### src/rtl/dmem_port_arbiter.sv
// Data-memory port arbiter: CPU MEM stage vs loader engine, CPU-priority with
// loader starvation guard, lockable loader bursts and one-cycle read return tags.
module dmem_port_arbiter #(
    parameter int unsigned ADDR_W       = 32,
    parameter int unsigned DATA_W       = 32,
    parameter int unsigned STARVE_LIMIT = 4,
    parameter int unsigned LOCK_MAX     = 64
) (
    input  logic              clk,
    input  logic              reset,
    input  logic              cpu_req,
    input  logic              cpu_we,
    input  logic [ADDR_W-1:0] cpu_addr,
    input  logic [DATA_W-1:0] cpu_wdata,
    output logic              cpu_gnt,
    output logic              cpu_stall,
    output logic              cpu_rvalid,
    input  logic              ldr_req,
    input  logic              ldr_we,
    input  logic              ldr_lock,
    input  logic [ADDR_W-1:0] ldr_addr,
    input  logic [DATA_W-1:0] ldr_wdata,
    output logic              ldr_gnt,
    output logic              ldr_rvalid,
    output logic [DATA_W-1:0] rdata,
    output logic              lock_timeout,
    output logic              mem_en,
    output logic              mem_we,
    output logic [ADDR_W-1:0] mem_addr,
    output logic [DATA_W-1:0] mem_wdata,
    input  logic [DATA_W-1:0] mem_rdata
);

    localparam int unsigned STARVE_W = 4;
    localparam int unsigned LOCK_W   = 8;

    typedef enum logic {
        ARB    = 1'b0,
        LOCKED = 1'b1
    } state_t;

    state_t              state;
    state_t              state_nxt;
    logic [STARVE_W-1:0] starve_cnt;
    logic [STARVE_W-1:0] starve_nxt;
    logic [LOCK_W-1:0]   lock_cnt;
    logic [LOCK_W-1:0]   lock_nxt;
    logic                timeout_nxt;
    logic                force_l;
    logic                cpu_tag;
    logic                ldr_tag;

    // Grant decision, burst tracking and starvation accounting
    always_comb begin
        state_nxt   = state;
        starve_nxt  = starve_cnt;
        lock_nxt    = lock_cnt;
        timeout_nxt = lock_timeout;
        force_l     = 1'b0;
        cpu_gnt     = 1'b0;
        ldr_gnt     = 1'b0;
        if (!reset) begin
            unique case (state)
                ARB: begin
                    force_l = (starve_cnt == STARVE_W'(STARVE_LIMIT));
                    ldr_gnt = ldr_req && (!cpu_req || force_l);
                    cpu_gnt = cpu_req && !ldr_gnt;
                    if (ldr_gnt && ldr_lock) begin
                        state_nxt = LOCKED;
                        lock_nxt  = LOCK_W'(1);
                    end
                end
                LOCKED: begin
                    ldr_gnt = ldr_req;
                    if (ldr_gnt) begin
                        // Beat LOCK_MAX of a burst always releases the lock
                        if (lock_cnt == LOCK_W'(LOCK_MAX - 1)) begin
                            state_nxt = ARB;
                            lock_nxt  = '0;
                            if (ldr_lock) begin
                                timeout_nxt = 1'b1;
                            end
                        end else if (ldr_lock) begin
                            lock_nxt = lock_cnt + LOCK_W'(1);
                        end else begin
                            state_nxt = ARB;
                            lock_nxt  = '0;
                        end
                    end
                end
                default: state_nxt = ARB;
            endcase
            if (ldr_req && !ldr_gnt) begin
                starve_nxt = (starve_cnt == STARVE_W'(STARVE_LIMIT)) ? starve_cnt
                                                                     : starve_cnt + STARVE_W'(1);
            end else begin
                starve_nxt = '0;
            end
        end
    end

    // Memory request mux; idle bus is driven to zero
    always_comb begin
        mem_en    = cpu_gnt | ldr_gnt;
        mem_we    = 1'b0;
        mem_addr  = '0;
        mem_wdata = '0;
        if (cpu_gnt) begin
            mem_we    = cpu_we;
            mem_addr  = cpu_addr;
            mem_wdata = cpu_wdata;
        end else if (ldr_gnt) begin
            mem_we    = ldr_we;
            mem_addr  = ldr_addr;
            mem_wdata = ldr_wdata;
        end
    end

    assign cpu_stall  = !reset && cpu_req && !cpu_gnt;
    assign cpu_rvalid = !reset && cpu_tag;
    assign ldr_rvalid = !reset && ldr_tag;
    assign rdata      = mem_rdata;

    always_ff @(posedge clk) begin
        if (reset) begin
            state        <= ARB;
            starve_cnt   <= '0;
            lock_cnt     <= '0;
            lock_timeout <= 1'b0;
            cpu_tag      <= 1'b0;
            ldr_tag      <= 1'b0;
        end else begin
            state        <= state_nxt;
            starve_cnt   <= starve_nxt;
            lock_cnt     <= lock_nxt;
            lock_timeout <= timeout_nxt;
            cpu_tag      <= cpu_gnt && !cpu_we;
            ldr_tag      <= ldr_gnt && !ldr_we;
        end
    end

endmodule

### config.mk
export PLATFORM = sky130hd
export DESIGN_NAME = dmem_port_arbiter
export DESIGN_NICKNAME = d
export VERILOG_FILES = /design/src/rtl/dmem_port_arbiter.sv
export SDC_FILE = /design/constraint.sdc
export NUM_CORES = 1
export LEC_CHECK = 0
export CELL_PAD_IN_SITES_DETAIL_PLACEMENT = 0
export CELL_PAD_IN_SITES_GLOBAL_PLACEMENT = 1
export CORE_ASPECT_RATIO = 1.1
export CORE_MARGIN = 4
export CORE_UTILIZATION = 13
export CTS_CLUSTER_SIZE = 24
export DETAILED_ROUTE_END_ITERATION = 10
export GPL_TIMING_DRIVEN = 1
export PLACE_DENSITY_LB_ADDON = 0.1
export SLEW_MARGIN = 20
export SYNTH_ARGS = -nofsm -noshare
export SYNTH_HDL_FRONTEND = slang
export SYNTH_SLANG_ARGS = --single-unit
### constraint.sdc
create_clock -name clk -period 2.6 [get_ports clk]
set_clock_uncertainty 0.1 [all_clocks]
set_input_delay 0.52 -clock clk [delete_from_list [all_inputs] [get_ports clk]]
set_output_delay 0.52 -clock clk [all_outputs]
set_load 0.005 [all_outputs]
After elaboration in Yosys (flattened, before gate mapping)
Index checks and enable logic that the tools add are counted.
- $add $sub $neg: 2
- multiply operators: 0
- div/mod/pow operators: 0
- magnitude comparators: 0
- equal/unequal tests: 4
- shift-type cells: 0
- muxes and demuxes: 21
- bitwise gates (word level): 3
- reductions and logical operators: 21
- operator list (operator ; number):
    $mux W32 ; 4
    $mux W8 ; 4
    $pmux W8 S2 ; 1
    $logic_and A1 B1 Y1 ; 10
    $mux W1 ; 10
    $add A8 B1 Y8 const B ; 1
    $eq A8 B6 Y1 const B ; 1
    $logic_not A1 Y1 ; 7
    $add A4 B1 Y4 const B ; 1
    $eq A4 B3 Y1 const B ; 1
    $ne A2 B2 Y1 const B ; 2
    $pmux W1 S2 ; 2
    $reduce_and A4 Y1 ; 1
    $not A1 Y1 ; 2
    $reduce_and A2 Y1 ; 1
    $reduce_or A2 Y1 ; 1
    $logic_or A1 B1 Y1 ; 1
    $or A1 B1 Y1 ; 1
- bits in registers: 16
- latch bits: 0
- RAM bits: 0
- memory bits (read-only): 0
- input port bits: 167
- output and inout bits: 104
- word-level logic and storage cells: 57
- memories: 0

Logic depth before layout (Yosys ltp)
Gate-level depths: netlist of the first run.
- word-level depth: 9
- gate-level depth with buffers: 10
- mapped depth without buffers: 6

Least setup slack after synthesis of the first run
No wires, ideal clock.
- path kind: register -> output
- from: register starve_cnt[0]
- to: output port mem_addr[14]
- data arrival time: 1.669 ns
- data required time: 1.980 ns
- path slack: 0.311 ns
- stages on the path, launching flop included: 9
- path buffers: 3
- cell sequence: dfxtp_1 -> inv_1 -> ha_1 -> and3b_1 -> buf_2 -> a211oi_4 -> buf_4 -> buf_4 -> a22o_1
- longest elaborated chain between the ends: 8
- elaborated cells on any way between the ends: 12
- those cells by class: eq/ne: 1; mux: 7; reduce/logical: 4
- RTL lines (item ; line ; source):
    start: declaration ; 44 ; logic [STARVE_W-1:0] starve_cnt;
    start signal: assignment ; 134 ; starve_cnt <= starve_nxt;
    $eq A4 B3 Y1 (*) ; 65 ; force_l = (starve_cnt == STARVE_W'(STARVE_LIMIT));
    $logic_or A1 B1 Y1 (*) ; 66 ; ldr_gnt = ldr_req && (!cpu_req || force_l);
    $logic_and A1 B1 Y1 (*) ; 66 ;
    $pmux W1 S2 / $logic_not A1 Y1 (equally long branches) ; 63, 67 ;
    $mux W1 / $logic_and A1 B1 Y1 (equally long branches) ; 62, 67 ;
    $mux W1 (on tied branches) ; 62, 63 ;
    $mux W32 / $mux W1 (equally long branches) ; 112, 62 ;
    $mux W32 (*) ; 108 ; if (cpu_gnt) begin
    end: declaration ; 29 ; output logic [ADDR_W-1:0] mem_addr,
Every way passes the cells marked *; elsewhere a longest branch is shown, timed or not. The select of a mux whose other input is x is not followed.

Worst setup path after layout of the first run
- from: register starve_cnt[1]
- to: output port mem_addr[12]
The elaborated chain is that of the path after synthesis.

==> results.md, run 1 <==
## Global route
• via count of the first global-routing pass: 2843
• wire length of the first global-routing pass: 17530 um
• largest net degree at the start of global routing: 19
• number of antenna violations at the first check in global routing: 0
• gr usage total: 15.16%
• Remaining Overflow, GRT: 0

## Worst setup path
• data required time at the worst endpoint: 1.98 ns
• Startpoint Class: register
• critical-path cell list: inv_2, ha_4, and3b_2, a211oi_4, buf_6, buf_12, buf_8, buf_16, buf_6, a22o_1, buf_2
• most frequent CP cell: buf_6
• Worst Path Arrival: 2.05 ns
• Critical Path Sink Type: output port
• Critical Path Fanout Max: 5
• Slowest Stage Delay on Critical Path: 0.33 ns
• critical path class: reg2out
• master of the slowest instance on the critical path: dfxtp_2

## Clock tree
• number of hold buffers added after CTS: 0
• CTS tree: done
• number of sinks on the clock net: 16
• number of H-tree levels: 1
• cell at the root of the clock tree: clkbuf_16
• total CTS buffers: 3
• maximum buffer depth of the clock tree: 2
• clk_lat worst skew: 0.25 ns
• clock-pin slew reported for the worst setup and hold paths after clock tree synthesis: 0.05 ns

## Detailed routing
• Starting DRT DRC Count: 70
• remaining antenna violation count: 0
• routed vias/inst: 4.350
• first-pass iteration count of the detailed router: 4
• per-cell routed wire length: 20.90 um
• number of vias after detailed routing: 2523
• WL final: 12120 um
• total DRC errors in the routed layout: 0

## STA
• setup repair after global routing missed its margin: true
• Final Max Tran Viols: 0
• worst max-slew margin expressed relative to the limit: 77.29%
• slew at the pin closest to its max-slew limit: 0.3393 ns
• Final Hold Slack: 0.3765 ns
• shortest period the worst path allows: 2.666 ns
• hold violation count in the final report: 0
• ratio of final minimum period to clock period: 102.5%
• final critical-path setup slack: -0.06610 ns
• setup violators final: 26
• upper clock frequency limit: 375.1 MHz

## Placed design
• placed cell area: 3827 um^2
• placer congestion estimate: 0.7524
• Final HPWL DP: 8964 um
• pre-CTS WS: -0.5549 ns
• port bufs: 206

## Layout
• Final Instance Area: 4309 um^2
• fraction of final layout cells with drive strength greater than 1: 34.04%
• count of antenna diodes in the layout: 0
• highest-count cells in the layout ignoring fill and taps: clkdlybuf4s50_1, a22o_1, buf_2
• count of nets after finishing: 594
• Area growth, synth to finish: 149.0%
• most common library cell in the layout ignoring fill and taps: clkdlybuf4s50_1
• filler cell count: 1384
• share of the core filled with cells in the final layout: 33.65%

## Synth
• most area-hungry cell type in the Yosys netlist: a22o_1
• leading post-synthesis cells by cell area: a22o_1, dfxtp_1, buf_4
• register area share after synthesis: 18.51%
• Post-synth EDFFs: 0
• post-synth design cell area: 1730 um^2
• fraction of registers with async set or reset after synthesis: 0%
• proportion of netlist area held by the largest area contributor: 32.90%
• mean area per synthesized cell: 8.279 um^2
• number of distinct standard cells referenced by the synthesized netlist: 38
• Synth Flop Type: dfxtp_1
• number of warnings issued by yosys: 0
• flop and latch count out of synthesis: 16
• count of mapped cells out of synthesis: 209
• net count of the mapped netlist: 379

## Die
• I/O pin count: 271
• Cell Rows: 43
• die boundary width: 118.0 um
• core outline area: 12800 um^2
• starting utilization of the core area: 13.51%
• chip height: 129.0 um
• die outline area: 15220 um^2

## Min path
• worst hold path type: reg2reg

## Pwr
• power per cell area: 279.7 nW/um^2
• Leakage: 1.930 nW
• Max rail drop VDD: 0.0001841 V

## Job
• Max Cap Viol: 0

## Run status
• violated checks: negative setup slack
• status: finished with violations

[synth_stat cells (2+ instances only)]
| master | n |
|---|---|
| a211o_1 | 3 |
| a21oi_1 | 4 |
| a22o_1 | 65 |
| a31oi_1 | 2 |
| and3_1 | 4 |
| buf_2 | 12 |
| buf_4 | 36 |
| clkbuf_1 | 2 |
| dfxtp_1 | 16 |
| ha_1 | 3 |
| inv_1 | 4 |
| nand2_1 | 6 |
| nand2b_1 | 3 |
| nand3_1 | 7 |
| nor2_1 | 9 |
| nor2b_1 | 7 |
| nor3_1 | 3 |
| o21ai_0 | 3 |
[sequential cells by signal, indices dropped and copies added, names as in the netlist]
signal	flops
cpu_tag	1
lock_cnt	8
lock_timeout	1
starve_cnt	4
state	1
ldr_tag	1
[worst max-delay path, delay by kind of cell (launching register included)]
family                   cells  cell delay (ns)
AND/OR/NAND/NOR              1             0.22
buffers and inverters        7             0.76
adder cells (fa/ha/maj)      1             0.15
flip-flops                   1             0.33
AO/OA/AOI/OAI                2             0.33
[logic make-up after synthesis]
kind of cell	synth area share [%]
simple gates	14.39
buf+inv	21.04
xor+xnor	0.5062
fa+ha+maj	2.169
flops	18.51
compound gates	43.39
[what timing repair did]
action	in CTS	in global routing
pin swaps	28	16
setup buffers	29	2
gates cloned	11	1
setup endpoints to repair	69	62
gates resized for setup	326	11
[power by group]
group / switching, mW / internal, mW / leakage, nW / total, mW
sequential: 0.00332 / 0.249 / 0.130 / 0.253
clock: 0.109 / 0.234 / 0.0442 / 0.343
combinational: 0.202 / 0.408 / 1.76 / 0.610
total: 0.314 / 0.892 / 1.93 / 1.21
[worst paths after layout]
kind | start | endpoint | slack, ns | cells past startpoint
min | lock_timeout | lock_timeout | 0.38 | 2
min reg2reg | lock_timeout | lock_timeout | 0.38 | 2
max | starve_cnt[1] | mem_addr[12] | -0.07 | 11
max reg2reg | starve_cnt[1] | lock_cnt[5] | 0.61 | 9
[per-stage QoR]
step                power (mW)  TNS [ns]  std cells
CTS                      1.235    -3.120        582
detailed placement      0.7985    -34.23        540
global route             1.267    -3.753        580
finish                   1.205   -0.8040        580
global placement        0.8012    -34.42        540
floorplan               0.4337         0        209
[cell type report]
class	instances	area (um^2)	area share, %
Tap cell	157	196.4	4.559
Sequential cell	16	322.8	7.491
Clock buffer	4	88.84	2.062
Multi-Input combinational cell	138	1124	26.07
Timing Repair Buffer	261	2562	59.47
Inverter	4	15.01	0.3484
[per-layer routing]
layer,GRT usage [%],vias up,wire length (um)
li1,-,1207,-
met1,16.14,1178,4499
met2,28.65,136,6354
met3,6.989,2,1242
met4,1.310,0,24
met5,0,-,0
No activity file was read; power rests on OpenSTA's default activity.
==> inputs of run 2 (changes only) <==
Settings changed: CORE_AREA set to 2 2 104 106, CORE_ASPECT_RATIO 1.1 to unset, CORE_MARGIN 4 to unset, CORE_UTILIZATION 13 to unset, DIE_AREA set to 0 0 106 108, DONT_BUFFER_PORTS set to 1.
==> run 2 against run 1 <==
Against the previous run:
- the flow now finishes without violations
- sequential share of layout area rose by 11 points
- sequential power barely moved
- register-to-register slack improved by 0.17 ns
- sequential cell count did not move
- via count fell by 34%
- critical path depth fell by 4
- power fell by 47%
- design area fell by 59%
- routed wire length fell by 26%
==> results.md, run 2 (synthesized netlist as in run 1, its figures left out) <==
## Worst setup path
• Worst Path Arrival: 1.91 ns
• critical path class: reg2out
• Critical Path Fanout Max: 27
• Critical Path Sink Type: output port
• Startpoint Class: register
• data required time at the worst endpoint: 1.98 ns

## STA
• Final Max Tran Viols: 0
• setup violators final: 0
• final critical-path setup slack: 0.07019 ns
• setup repair after global routing missed its margin: true
• hold violation count in the final report: 0
• slew at the pin closest to its max-slew limit: 0.3262 ns
• upper clock frequency limit: 395.3 MHz
• ratio of final minimum period to clock period: 97.30%
• worst max-slew margin expressed relative to the limit: 78.17%
• shortest period the worst path allows: 2.530 ns

## Layout
• Reg with most FFs: lock_cnt
• Area growth, synth to finish: 0.8674%
• flip-flop count of the largest register after layout: 8
• most common library cell in the layout ignoring fill and taps: a22o_1
• count of antenna diodes in the layout: 0
• largest registers: lock_cnt: 8 flops, starve_cnt: 4 flops
• count of nets after finishing: 341
• highest-count cells in the layout ignoring fill and taps: a22o_1, dfxtp_1, nor2_1
• fraction of final layout cells with drive strength greater than 1: 14.20%
• count of non-filler cells in the finished layout: 305

## Die
• die outline area: 11450 um^2
• starting utilization of the core area: 16.91%
• die boundary width: 106 um
• chip height: 108 um
• I/O pin count: 271
• Cell Rows: 37
• core outline area: 10230 um^2

## Clock tree
• cell at the root of the clock tree: clkbuf_8
• CTS tree: done
• number of H-tree levels: 1
• maximum buffer depth of the clock tree: 2
• clk_lat worst skew: 0.25 ns
• number of sinks on the clock net: 16
• clock-pin slew reported for the worst setup and hold paths after clock tree synthesis: 0.07 ns
• total CTS buffers: 3
• number of hold buffers added after CTS: 0

## Placed design
• number of cells after detailed placement: 299
• Final HPWL DP: 7561 um
• pre-CTS WS: 0.1507 ns
• port bufs: 0
• placer congestion estimate: 0.9402

## Pwr
• power per cell area: 362.7 nW/um^2
• Max rail drop VDD: 0.0001211 V
• Leakage: 0.6506 nW

## Global route
• Remaining Overflow, GRT: 0
• number of antenna violations at the first check in global routing: 1
• via count of the first global-routing pass: 1666
• largest net degree at the start of global routing: 53
• wire length of the first global-routing pass: 11960 um
• gr usage total: 14.38%

## Detailed routing
• number of vias after detailed routing: 1659
• Starting DRT DRC Count: 108
• remaining antenna violation count: 0
• first-pass iteration count of the detailed router: 4
• per-cell routed wire length: 29.60 um
• routed vias/inst: 5.439
• total DRC errors in the routed layout: 0
• WL final: 9029 um

## Job
• Max Cap Viol: 0

## Min path
• worst hold path type: in2reg

## Run status
• status: finished, final reports clean

-- run 2: cell count changes in the layout (fill, tap and decap cells not counted), moves of 4 or more --
cell and change:
clkdlybuf4s50_1 -134, buf_2 -60, buf_4 -17, buf_6 -15, buf_16 -9, buf_8 -6, buf_12 -5, dlygate4sd2_1 -5
clkbuf_16 -4
-- run 2: power by group --
group	switching [mW]	total, mW	internal (mW)
sequential	0.00419	0.253	0.249
combinational	0.103	0.187	0.0840
clock	0.0896	0.192	0.103
total	0.197	0.633	0.436
-- run 2: routing by layer --
layer	part of all wire [%]	vias up	track usage (%)
met3	17	14	11.33
met5	1.3	-	6.250
met4	1.2	4	3.477
met1	35	791	14.91
li1	-	693	-
met2	45	157	22.21
-- run 2: repair_timing --
item | in CTS | in global routing
buffers inserted | 2 | 0
setup endpoints to repair | 66 | 29
resized for setup | 6 | 5
pin swaps | 1 | 2
gates cloned | 1 | 0
-- run 2: worst paths after layout --
| path | startpoint | slack, ns | to | cells after the start |
|---|---|---|---|---|
| max | starve_cnt[0] | 0.07 | mem_wdata[4] | 7 |
| min | ldr_we | 0.22 | ldr_tag | 1 |
| max reg2reg | starve_cnt[0] | 0.78 | lock_cnt[5] | 7 |
| min reg2reg | starve_cnt[0] | 0.34 | starve_cnt[0] | 1 |
-- run 2: stage by stage --
step	hold slack, ns	TNS [ns]	power, mW	instance area (um^2)	util [%]
floorplan	0.3297	0	0.4337	1730	-
global placement	0.3481	0	0.4264	1622	15.85
detailed placement	0.3665	0	0.4320	1622	15.85
CTS	0.2217	0	0.6387	1723	16.84
global route	0.2186	-0.03858	0.6665	1745	17.06
finish	0.2227	0	0.6331	1745	17.06
-- run 2: final cells by class --
class / instances / area (um^2)
inverters: 4 / 15.01
well taps: 136 / 170.2
flip-flops and latches: 16 / 322.8
repair buffers: 8 / 112.6
multi-input cells: 138 / 1084
fillers: 1147 / 8486
clock buffers: 3 / 41.29
-- run 2: worst max-delay path, cell delays in order, from the launching register on --
cell	delay [ns]
dfxtp_2	0.35
inv_1	0.05
ha_2	0.19
and3b_2	0.24
a211oi_4	0.21
buf_6	0.17
buf_12	0.18
a22o_1	0.26
